File: src/rtl/cpu_ctrl_pkg.sv
// Shared definitions for the multi-cycle control unit and ALU_controller:
// opcode map, FSM state encoding and small opcode classification helpers.
package cpu_ctrl_pkg;

    localparam int unsigned OPCODE_W = 4;

    typedef logic [OPCODE_W-1:0] opcode_t;

    localparam opcode_t OP_LD    = 4'd0;
    localparam opcode_t OP_ST    = 4'd1;
    localparam opcode_t OP_ADD   = 4'd2;
    localparam opcode_t OP_SUB   = 4'd3;
    localparam opcode_t OP_INV   = 4'd4;
    localparam opcode_t OP_LSL   = 4'd5;
    localparam opcode_t OP_LSR   = 4'd6;
    localparam opcode_t OP_AND   = 4'd7;
    localparam opcode_t OP_OR    = 4'd8;
    localparam opcode_t OP_SLT   = 4'd9;
    localparam opcode_t OP_ILL_A = 4'd10;
    localparam opcode_t OP_BEQ   = 4'd11;
    localparam opcode_t OP_BNE   = 4'd12;
    localparam opcode_t OP_JMP   = 4'd13;
    localparam opcode_t OP_ILL_E = 4'd14;
    localparam opcode_t OP_HALT  = 4'd15;

    typedef enum logic [2:0] {
        S_RST    = 3'd0,
        S_FETCH  = 3'd1,
        S_DECODE = 3'd2,
        S_EXEC   = 3'd3,
        S_MEM    = 3'd4,
        S_WB     = 3'd5,
        S_HALT   = 3'd6
    } state_e;

    // LD/ST use the immediate as ALU B operand and go through MEM.
    function automatic logic is_mem_op(input opcode_t op);
        return (op == OP_LD) || (op == OP_ST);
    endfunction

    // Register-register ALU ops that finish with a writeback.
    function automatic logic is_rtype(input opcode_t op);
        return (op == OP_ADD) || (op == OP_SUB) || (op == OP_INV) || (op == OP_LSL) ||
               (op == OP_LSR) || (op == OP_AND) || (op == OP_OR)  || (op == OP_SLT);
    endfunction

    function automatic logic is_illegal(input opcode_t op);
        return (op == OP_ILL_A) || (op == OP_ILL_E);
    endfunction

endpackage

File: src/rtl/ctrl_output_decode.sv
// Pure combinational decoder: FSM state + latched opcode (+ mem_ready, alu_zero)
// to datapath/memory strobes. Holds no state of its own.
module ctrl_output_decode #(
    parameter int unsigned OPCODE_W = 4
) (
    input  cpu_ctrl_pkg::state_e  state,
    input  logic [OPCODE_W-1:0]   opcode,
    input  logic                  mem_ready,
    input  logic                  alu_zero,
    output logic                  mem_req,
    output logic                  mem_rd,
    output logic                  mem_wr,
    output logic                  ir_load,
    output logic                  pc_inc,
    output logic                  pc_load,
    output logic                  reg_write,
    output logic                  mem_to_reg,
    output logic                  alu_src_imm,
    output logic                  alu_op_valid,
    output logic [OPCODE_W-1:0]   ALU_control_in,
    output logic                  halted
);
    import cpu_ctrl_pkg::*;

    // Strobe decode; every output defaults low, ALU opcode always tracks opcode_q.
    always_comb begin
        mem_req        = 1'b0;
        mem_rd         = 1'b0;
        mem_wr         = 1'b0;
        ir_load        = 1'b0;
        pc_inc         = 1'b0;
        pc_load        = 1'b0;
        reg_write      = 1'b0;
        mem_to_reg     = 1'b0;
        alu_src_imm    = 1'b0;
        alu_op_valid   = 1'b0;
        halted         = 1'b0;
        ALU_control_in = opcode;

        unique case (state)
            S_FETCH: begin
                mem_req = 1'b1;
                mem_rd  = 1'b1;
                ir_load = mem_ready;
                pc_inc  = mem_ready;
            end
            S_EXEC: begin
                alu_src_imm = is_mem_op(opcode);
                // JMP needs no ALU result; the target comes straight from the IR.
                if (opcode == OP_JMP) begin
                    pc_load = 1'b1;
                end else begin
                    alu_op_valid = 1'b1;
                end
                if (opcode == OP_BEQ) pc_load = alu_zero;
                if (opcode == OP_BNE) pc_load = !alu_zero;
            end
            S_MEM: begin
                mem_req      = 1'b1;
                mem_rd       = (opcode == OP_LD);
                mem_wr       = (opcode == OP_ST);
                // Keep the ALU computing base+imm so the address stays stable.
                alu_src_imm  = 1'b1;
                alu_op_valid = 1'b1;
            end
            S_WB: begin
                reg_write  = 1'b1;
                mem_to_reg = (opcode == OP_LD);
            end
            S_HALT: begin
                halted = 1'b1;
            end
            default: begin
                // S_RST and S_DECODE drive nothing.
            end
        endcase
    end

endmodule

File: src/rtl/multicycle_control_fsm.sv
// Multi-cycle main control unit: FETCH -> DECODE -> EXEC -> [MEM] -> [WB].
// Optional performance counters (cycle_cnt, instr_retired) are enabled by
// defining CTRL_PERF_CNT_EN.
module multicycle_control_fsm #(
    parameter int unsigned OPCODE_W = 4
`ifdef CTRL_PERF_CNT_EN
    ,
    parameter int unsigned CNT_W    = 32
`endif
) (
    input  logic                clk,
    input  logic                rst,
    input  logic [OPCODE_W-1:0] instr_opcode,
    input  logic                alu_zero,
    input  logic                mem_ready,
    output logic                mem_req,
    output logic                mem_rd,
    output logic                mem_wr,
    output logic                ir_load,
    output logic                pc_inc,
    output logic                pc_load,
    output logic                reg_write,
    output logic                mem_to_reg,
    output logic                alu_src_imm,
    output logic                alu_op_valid,
    output logic [OPCODE_W-1:0] ALU_control_in,
    output logic                halted,
    output logic                illegal_op
`ifdef CTRL_PERF_CNT_EN
    ,
    output logic [CNT_W-1:0]    cycle_cnt,
    output logic [CNT_W-1:0]    instr_retired
`endif
);
    import cpu_ctrl_pkg::*;

    state_e                state_q, state_d;
    logic [OPCODE_W-1:0]   opcode_q, opcode_d;
    logic                  illegal_q, illegal_d;

    // State, opcode and sticky illegal flag registers.
    always_ff @(posedge clk) begin
        if (rst) begin
            state_q   <= S_RST;
            opcode_q  <= '0;
            illegal_q <= 1'b0;
        end else begin
            state_q   <= state_d;
            opcode_q  <= opcode_d;
            illegal_q <= illegal_d;
        end
    end

    // Next-state logic; FETCH and MEM hold until memory completes the request.
    always_comb begin
        state_d   = state_q;
        opcode_d  = opcode_q;
        illegal_d = illegal_q;

        unique case (state_q)
            S_RST: begin
                state_d = S_FETCH;
            end
            S_FETCH: begin
                if (mem_ready) begin
                    opcode_d = instr_opcode;
                    state_d  = S_DECODE;
                end
            end
            S_DECODE: begin
                if (opcode_q == OP_HALT) begin
                    state_d = S_HALT;
                end else if (is_illegal(opcode_q)) begin
                    state_d   = S_HALT;
                    illegal_d = 1'b1;
                end else begin
                    state_d = S_EXEC;
                end
            end
            S_EXEC: begin
                if (is_mem_op(opcode_q)) begin
                    state_d = S_MEM;
                end else if (is_rtype(opcode_q)) begin
                    state_d = S_WB;
                end else begin
                    // BEQ/BNE/JMP complete here.
                    state_d = S_FETCH;
                end
            end
            S_MEM: begin
                if (mem_ready) begin
                    state_d = (opcode_q == OP_LD) ? S_WB : S_FETCH;
                end
            end
            S_WB: begin
                state_d = S_FETCH;
            end
            S_HALT: begin
                state_d = S_HALT;
            end
            default: begin
                state_d = S_RST;
            end
        endcase
    end

    ctrl_output_decode #(
        .OPCODE_W (OPCODE_W)
    ) u_decode (
        .state          (state_q),
        .opcode         (opcode_q),
        .mem_ready      (mem_ready),
        .alu_zero       (alu_zero),
        .mem_req        (mem_req),
        .mem_rd         (mem_rd),
        .mem_wr         (mem_wr),
        .ir_load        (ir_load),
        .pc_inc         (pc_inc),
        .pc_load        (pc_load),
        .reg_write      (reg_write),
        .mem_to_reg     (mem_to_reg),
        .alu_src_imm    (alu_src_imm),
        .alu_op_valid   (alu_op_valid),
        .ALU_control_in (ALU_control_in),
        .halted         (halted)
    );

    assign illegal_op = illegal_q;

`ifdef CTRL_PERF_CNT_EN
    localparam logic [CNT_W-1:0] CntOne = 1;

    logic [CNT_W-1:0] cycle_q, retired_q;
    logic             retire;

    // An instruction retires when control returns to FETCH from its last state.
    assign retire = (state_d == S_FETCH) &&
                    ((state_q == S_EXEC) || (state_q == S_MEM) || (state_q == S_WB));

    // Free-running counters; frozen in RST and HALT, wrap naturally.
    always_ff @(posedge clk) begin
        if (rst) begin
            cycle_q   <= '0;
            retired_q <= '0;
        end else begin
            if ((state_q != S_RST) && (state_q != S_HALT)) cycle_q <= cycle_q + CntOne;
            if (retire) retired_q <= retired_q + CntOne;
        end
    end

    assign cycle_cnt     = cycle_q;
    assign instr_retired = retired_q;
`endif

endmodule

File: config.mk
export PLATFORM = sky130hd
export DESIGN_NAME = multicycle_control_fsm
export DESIGN_NICKNAME = d
export VERILOG_FILES = /design/src/rtl/cpu_ctrl_pkg.sv /design/src/rtl/ctrl_output_decode.sv /design/src/rtl/multicycle_control_fsm.sv
export SDC_FILE = /design/constraint.sdc
export NUM_CORES = 1
export LEC_CHECK = 0
export ABC_AREA = 1
export BUFFER_PORTS_ARGS = -buffer_cell sky130_fd_sc_hd__buf_2
export CORE_MARGIN = 2
export CORE_UTILIZATION = 35
export CTS_CLUSTER_DIAMETER = 50
export DETAILED_ROUTE_END_ITERATION = 10
export GPL_TIMING_DRIVEN = 0
export REMOVE_ABC_BUFFERS = 1
export SYNTH_ARGS = -nofsm -noshare
export SYNTH_HDL_FRONTEND = slang
export SYNTH_SLANG_ARGS = --single-unit
export TNS_END_PERCENT = 30
File: constraint.sdc
create_clock -name clk -period 1.2 [get_ports clk]
set_input_delay 0.12 -clock clk [delete_from_list [all_inputs] [get_ports clk]]
set_output_delay 0.12 -clock clk [all_outputs]
set_load 0.01 [all_outputs]
; Word-level counts from Yosys, hierarchy flattened
; Cells that the tools add are included.
[op_classes]
mux = 22
reduce_logical = 17
n_eq_ne = 23
n_bitwise = 1
[op_table]
columns = op, n
row1 = "4-bit == test, second input constant", 8
row2 = 3-bit two-way mux, 7
row3 = 3-bit one-hot mux with 6 select lines, 1
row4 = "4-bit by 3-bit == test with 1-bit output, second input constant", 4
row5 = 1-bit two-way mux, 11
row6 = "3-bit == test, second input constant", 3
row7 = 1-bit logical OR, 9
row8 = "4-bit by 2-bit == test with 1-bit output, second input constant", 2
row9 = "3-bit by 2-bit == test with 1-bit output, second input constant", 2
row10 = 1-bit one-hot mux with 2 select lines, 3
row11 = "4-bit by 1-bit == test with 1-bit output, second input constant", 1
row12 = 4-bit logical NOT, 1
row13 = "2-bit inequality test, second input constant", 2
row14 = 2-bit AND reduction, 2
row15 = 2-bit OR reduction, 2
row16 = "3-bit by 1-bit == test with 1-bit output, second input constant", 1
row17 = 3-bit logical NOT, 1
row18 = 3-bit AND reduction, 1
row19 = 1-bit logical NOT, 1
row20 = 1-bit inverter, 1
[totals]
out_inout_bits = 16
elab_cells = 66
ff_bits = 8
input_bits = 8

; Longest topological paths before layout
[depth]
word_depth = 11
mapped_depth = 8
ltp_nobuf = 8

; Cells and area by module
; A second synthesis with hierarchy kept.
[unflattened]
cells_unflattened = 101
hier_area_um2 = 609.3
[modules_own_cells]
columns = module, n_inst, cells_each, area_each_um2, seq_area_each_um2
row1 = multicycle_control_fsm, 1, 61, 415.4, 160.2
row2 = ctrl_output_decode, 1, 40, 193.9, 0.0

; Worst setup path after synthesis
; OpenSTA, ideal clock, no wires.
[synth_timing]
kind = flip-flop to output port
from = register opcode_q[3]
to = output port mem_to_reg
path_buffers = 0
slack_ns = 0.117
t_arrival_ns = 0.963
path_stages_with_launch = 4
required_time_ns = 1.080
path_cell_list = dfxtp_1 > nor2_1 > nand2_1 > nor4_1
[synth_via]
elab_chain_cells = 2
[synth_lines]
columns = item, line_no
row1 = start: declaration, multicycle_control_fsm.sv:38  ; logic [OPCODE_W-1:0] opcode_q, opcode_d;
row2 = start signal: assignment, multicycle_control_fsm.sv:49  ; opcode_q <= opcode_d;
row3 = 4-bit logical NOT, ctrl_output_decode.sv:68  ; mem_to_reg = (opcode == OP_LD);
row4 = 1-bit two-way mux, ctrl_output_decode.sv:40  ; unique case (state)
row5 = end: declaration, multicycle_control_fsm.sv:23  ; output logic mem_to_reg,
; No other way between the ends.

; Final worst setup path
[layout_timing]
from = register state_q[0]
to = output port pc_inc
[layout_via]
elab_chain_cells = 2
[layout_lines]
columns = item, line_no
row1 = start: declaration, multicycle_control_fsm.sv:37  ; state_e state_q, state_d;
row2 = start signal: assignment, multicycle_control_fsm.sv:48  ; state_q <= state_d;
row3 = 3-bit by 1-bit == test with 1-bit output, ctrl_output_decode.sv:40
row4 = 1-bit two-way mux, ctrl_output_decode.sv:40
row5 = end: declaration, multicycle_control_fsm.sv:20  ; output logic pc_inc,
; No other way between the ends.

==> flow_summary.yaml <==
synthesis:
  syn_area_sq_um: 500
  postSynthCellCount: 82
  post_synth_xor_area_fraction_pct: 0
  yosysUniqueCellTypes: 20
  synthSimpleGateAreaFrac_pct: 40.0
  synth_mux_area_share_pct: 0
  number_of_flip_flops_and_latches_in_the_synthesized_netlist: 8
  synth_area_per_cell_sq_um: 6.10
  post_synth_fa_ha_maj_area_fraction_pct: 0
  dominant_combinational_cell_family_by_area_after_synthesis: "simple AND/OR/NAND/NOR gates"
  synth.yosys.seq_area_share_pct: 32.0
  synth_warnings: 0
  synth_compound_area_share_pct: 16.8
global_routing:
  grt_overflow_total: 0
  grt.total_usage_pct: 14.1
  antenna_violations_before_repair: 0
  grt_first_pass_wirelength_mm: 1.93
  first_global_vias: 500
  grt_start_max_net_pins: 10
critical_path:
  worst-path-max-fanout: 8
  crit_arrival_ps: 1170
  critical_path.max_stage_delay_ps: 360
  critPathRequiredTime_ps: 1080
  critical_path.endpoint_type: "output port"
  worst-setup-path-type: "register to output port"
  cp-start-kind: "register"
  timing.critical_path.cells: "inv_6 > nor2_4 > nand2_2 > inv_2 > nand2_4 > inv_4 > buf_6"
  critical_path.slowest_cell: "sky130_fd_sc_hd__dfxtp_4"
floorplanning:
  io_pins: 24
  die_h_microns: 41.8
  core_region_area_sq_mm: 0.00132
  placementRows: 13
  die_w_microns: 41.8
  initial_utilization_pct: 38.0
  design.die.area_sq_mm: 0.00175
placed_design:
  placement.io_buffers: 23
  placement.setup.worst_slack_ps: 59.6
  dp.final_hpwl_microns: 959
  placedCellCount: 119
  gpl.final_weighted_congestion: 0.761
  place_area_sq_um: 627
timing:
  measured_slew_at_the_worst_slew_check_pin_ps: 191
  timing.slew.headroom_pct: 87.3
  layout_setup_ws_ps: -87.9
  report.final.hold_viol_count: 0
  post-route-period-util_pct: 107
  timing_max_transition_violations_final: 0
  rsz_0062_raised_after_global_routing: "true"
  hold_ws_ps: 68.4
  setup_viol_count_final: 6
  final_setup_skew_ps: 7.11
  highest_achievable_clock_rate_mhz: 776
  setup_total_negative_slack_ps: -314
  finalWorstPathRequiredPeriod_ps: 1290
final_layout:
  drive_above_1_share_pct: 52.7
  final_cells: 127
  fin_area_sq_um: 797
  layout.filler_cells: 135
  diodes: 0
  multi_input_area_sq_um: 344
  layout.cells.most_common_list: "21 x sky130_fd_sc_hd__buf_2, 14 x sky130_fd_sc_hd__nand2_1, 10 x sky130_fd_sc_hd__nor2_1"
  seq_cell_area_sq_um: 186
  leading_cell_type_in_the_layout_fill_and_taps_excluded: "sky130_fd_sc_hd__buf_2"
  syn2layout_area_growth_pct: 59.2
  fin_nets: 122
run:
  maxCapViolations: 0
route:
  drt_first_iter_violations: 6
  drt-vias-per-instance: 5.00
  drt_first_pass_iters: 4
  route.detailed.wl_per_inst_microns: 10.3
  drcViolationCount: 0
  route.vias.total: 635
  route.antenna.remaining_nets: 0
  totalWireLength_mm: 1.31
clock_network:
  clock_tree_from_tritoncts: "done"
  cts-buffers-inserted: 3
  clock_sinks: 8
  cts.path.max_buffers: 2
  cts_hold_buf: 0
  cts_root_buffer: "sky130_fd_sc_hd__clkbuf_4"
  clock_latency_ps: 250
  cts-htree-levels: 1
  clkTransAtPathRegs_ps: 50
status:
  outcome: "finished, violations left"
  violations: "negative setup slack"
pwr:
  irDropWorstVdd_uv: 627
  power-per-cell-area_mw_per_mm2: 1230
  leakagePower_nw: 0.392
worst_hold_path:
  hold_path.class: "input pin to register"
-- registers in the layout (all words and copies together), names as in the netlist --
name	cells
illegal_op	1
opcode_q	4
state_q	3
-- stage by stage --
stage | utilization [%] | power, mW
5_1_grt | 60.5 | 1.06
3_5_place_dp | 47.6 | 0.662
4_1_cts | 53.5 | 0.912
6_report | 60.5 | 0.982
2_1_floorplan | - | 0.554
3_3_place_gp | 47.6 | 0.659
-- what timing repair did --
action                     in CTS  in global routing
gates cloned                    0                  0
resized for setup              14                 22
setup endpoints to repair      11                 12
buffers inserted                3                  2
pin swaps                       5                  4
-- routing by layer --
metal | share of wire (%) | GRT usage, % | vias up
met5 | 0 | 0 | -
met4 | 1.7 | 9.68 | 0
met3 | 5.0 | 2.61 | 4
met2 | 48 | 22.5 | 20
met1 | 46 | 17.0 | 283
li1 | - | - | 328
-- cells in the mapped netlist --
library cell / number / share of area (%)
sky130_fd_sc_hd__nand2_4: 1 / 2.2
sky130_fd_sc_hd__nand3_2: 1 / 2.0
sky130_fd_sc_hd__buf_4: 1 / 1.5
sky130_fd_sc_hd__nand4_1: 1 / 1.3
sky130_fd_sc_hd__dfxtp_1: 8 / 32
sky130_fd_sc_hd__o21ai_1: 6 / 6.0
sky130_fd_sc_hd__nand2_1: 17 / 13
sky130_fd_sc_hd__a31oi_1: 1 / 1.3
sky130_fd_sc_hd__inv_1: 6 / 4.5
sky130_fd_sc_hd__nand3_1: 5 / 5.0
sky130_fd_sc_hd__nor2_1: 13 / 9.8
sky130_fd_sc_hd__nor4_1: 1 / 1.3
sky130_fd_sc_hd__nor3_1: 2 / 2.0
sky130_fd_sc_hd__o211ai_1: 1 / 1.5
sky130_fd_sc_hd__a21oi_1: 6 / 6.0
sky130_fd_sc_hd__o21ai_0: 2 / 2.0
sky130_fd_sc_hd__inv_2: 6 / 4.5
sky130_fd_sc_hd__clkinv_1: 1 / 0.75
sky130_fd_sc_hd__nor2_2: 2 / 2.5
sky130_fd_sc_hd__nand2_2: 1 / 1.3
-- final timing paths --
check	start	endpoint	slack (ps)	cells after the start
max	state_q[0]	pc_inc	-90	7
min	rst	state_q[0]	70	2
max reg2reg	state_q[0]	state_q[2]	30	10
min reg2reg	illegal_op	illegal_op	500	2
-- layout make-up --
class	instances	share of cell area [%]
inverters	13	7.06
clock buffers	3	2.83
well taps	15	2.35
flip-flops and latches	8	23.4
multi-input cells	60	43.2
repair buffers	28	21.2
-- critical path, delay by kind of cell (launching register included) --
family	cells	cell delay (ps)
buffers and inverters	4	290
DFF	1	360
and+or+nand+nor	3	250
-- cell families after synthesis --
group                  count (synthesis)
buffers and inverters                 14
AOI/OAI and AO/OA                     16
and+or+nand+nor                       44
DFF                                    8
-- power breakdown --
part | internal, mW | switching [mW] | leakage, nW | total (mW)
clock network | 0.114 | 0.0844 | 0.0138 | 0.198
registers | 0.308 | 0.0561 | 0.0704 | 0.365
logic | 0.176 | 0.244 | 0.308 | 0.419
Power figures use the tool's default switching activity.
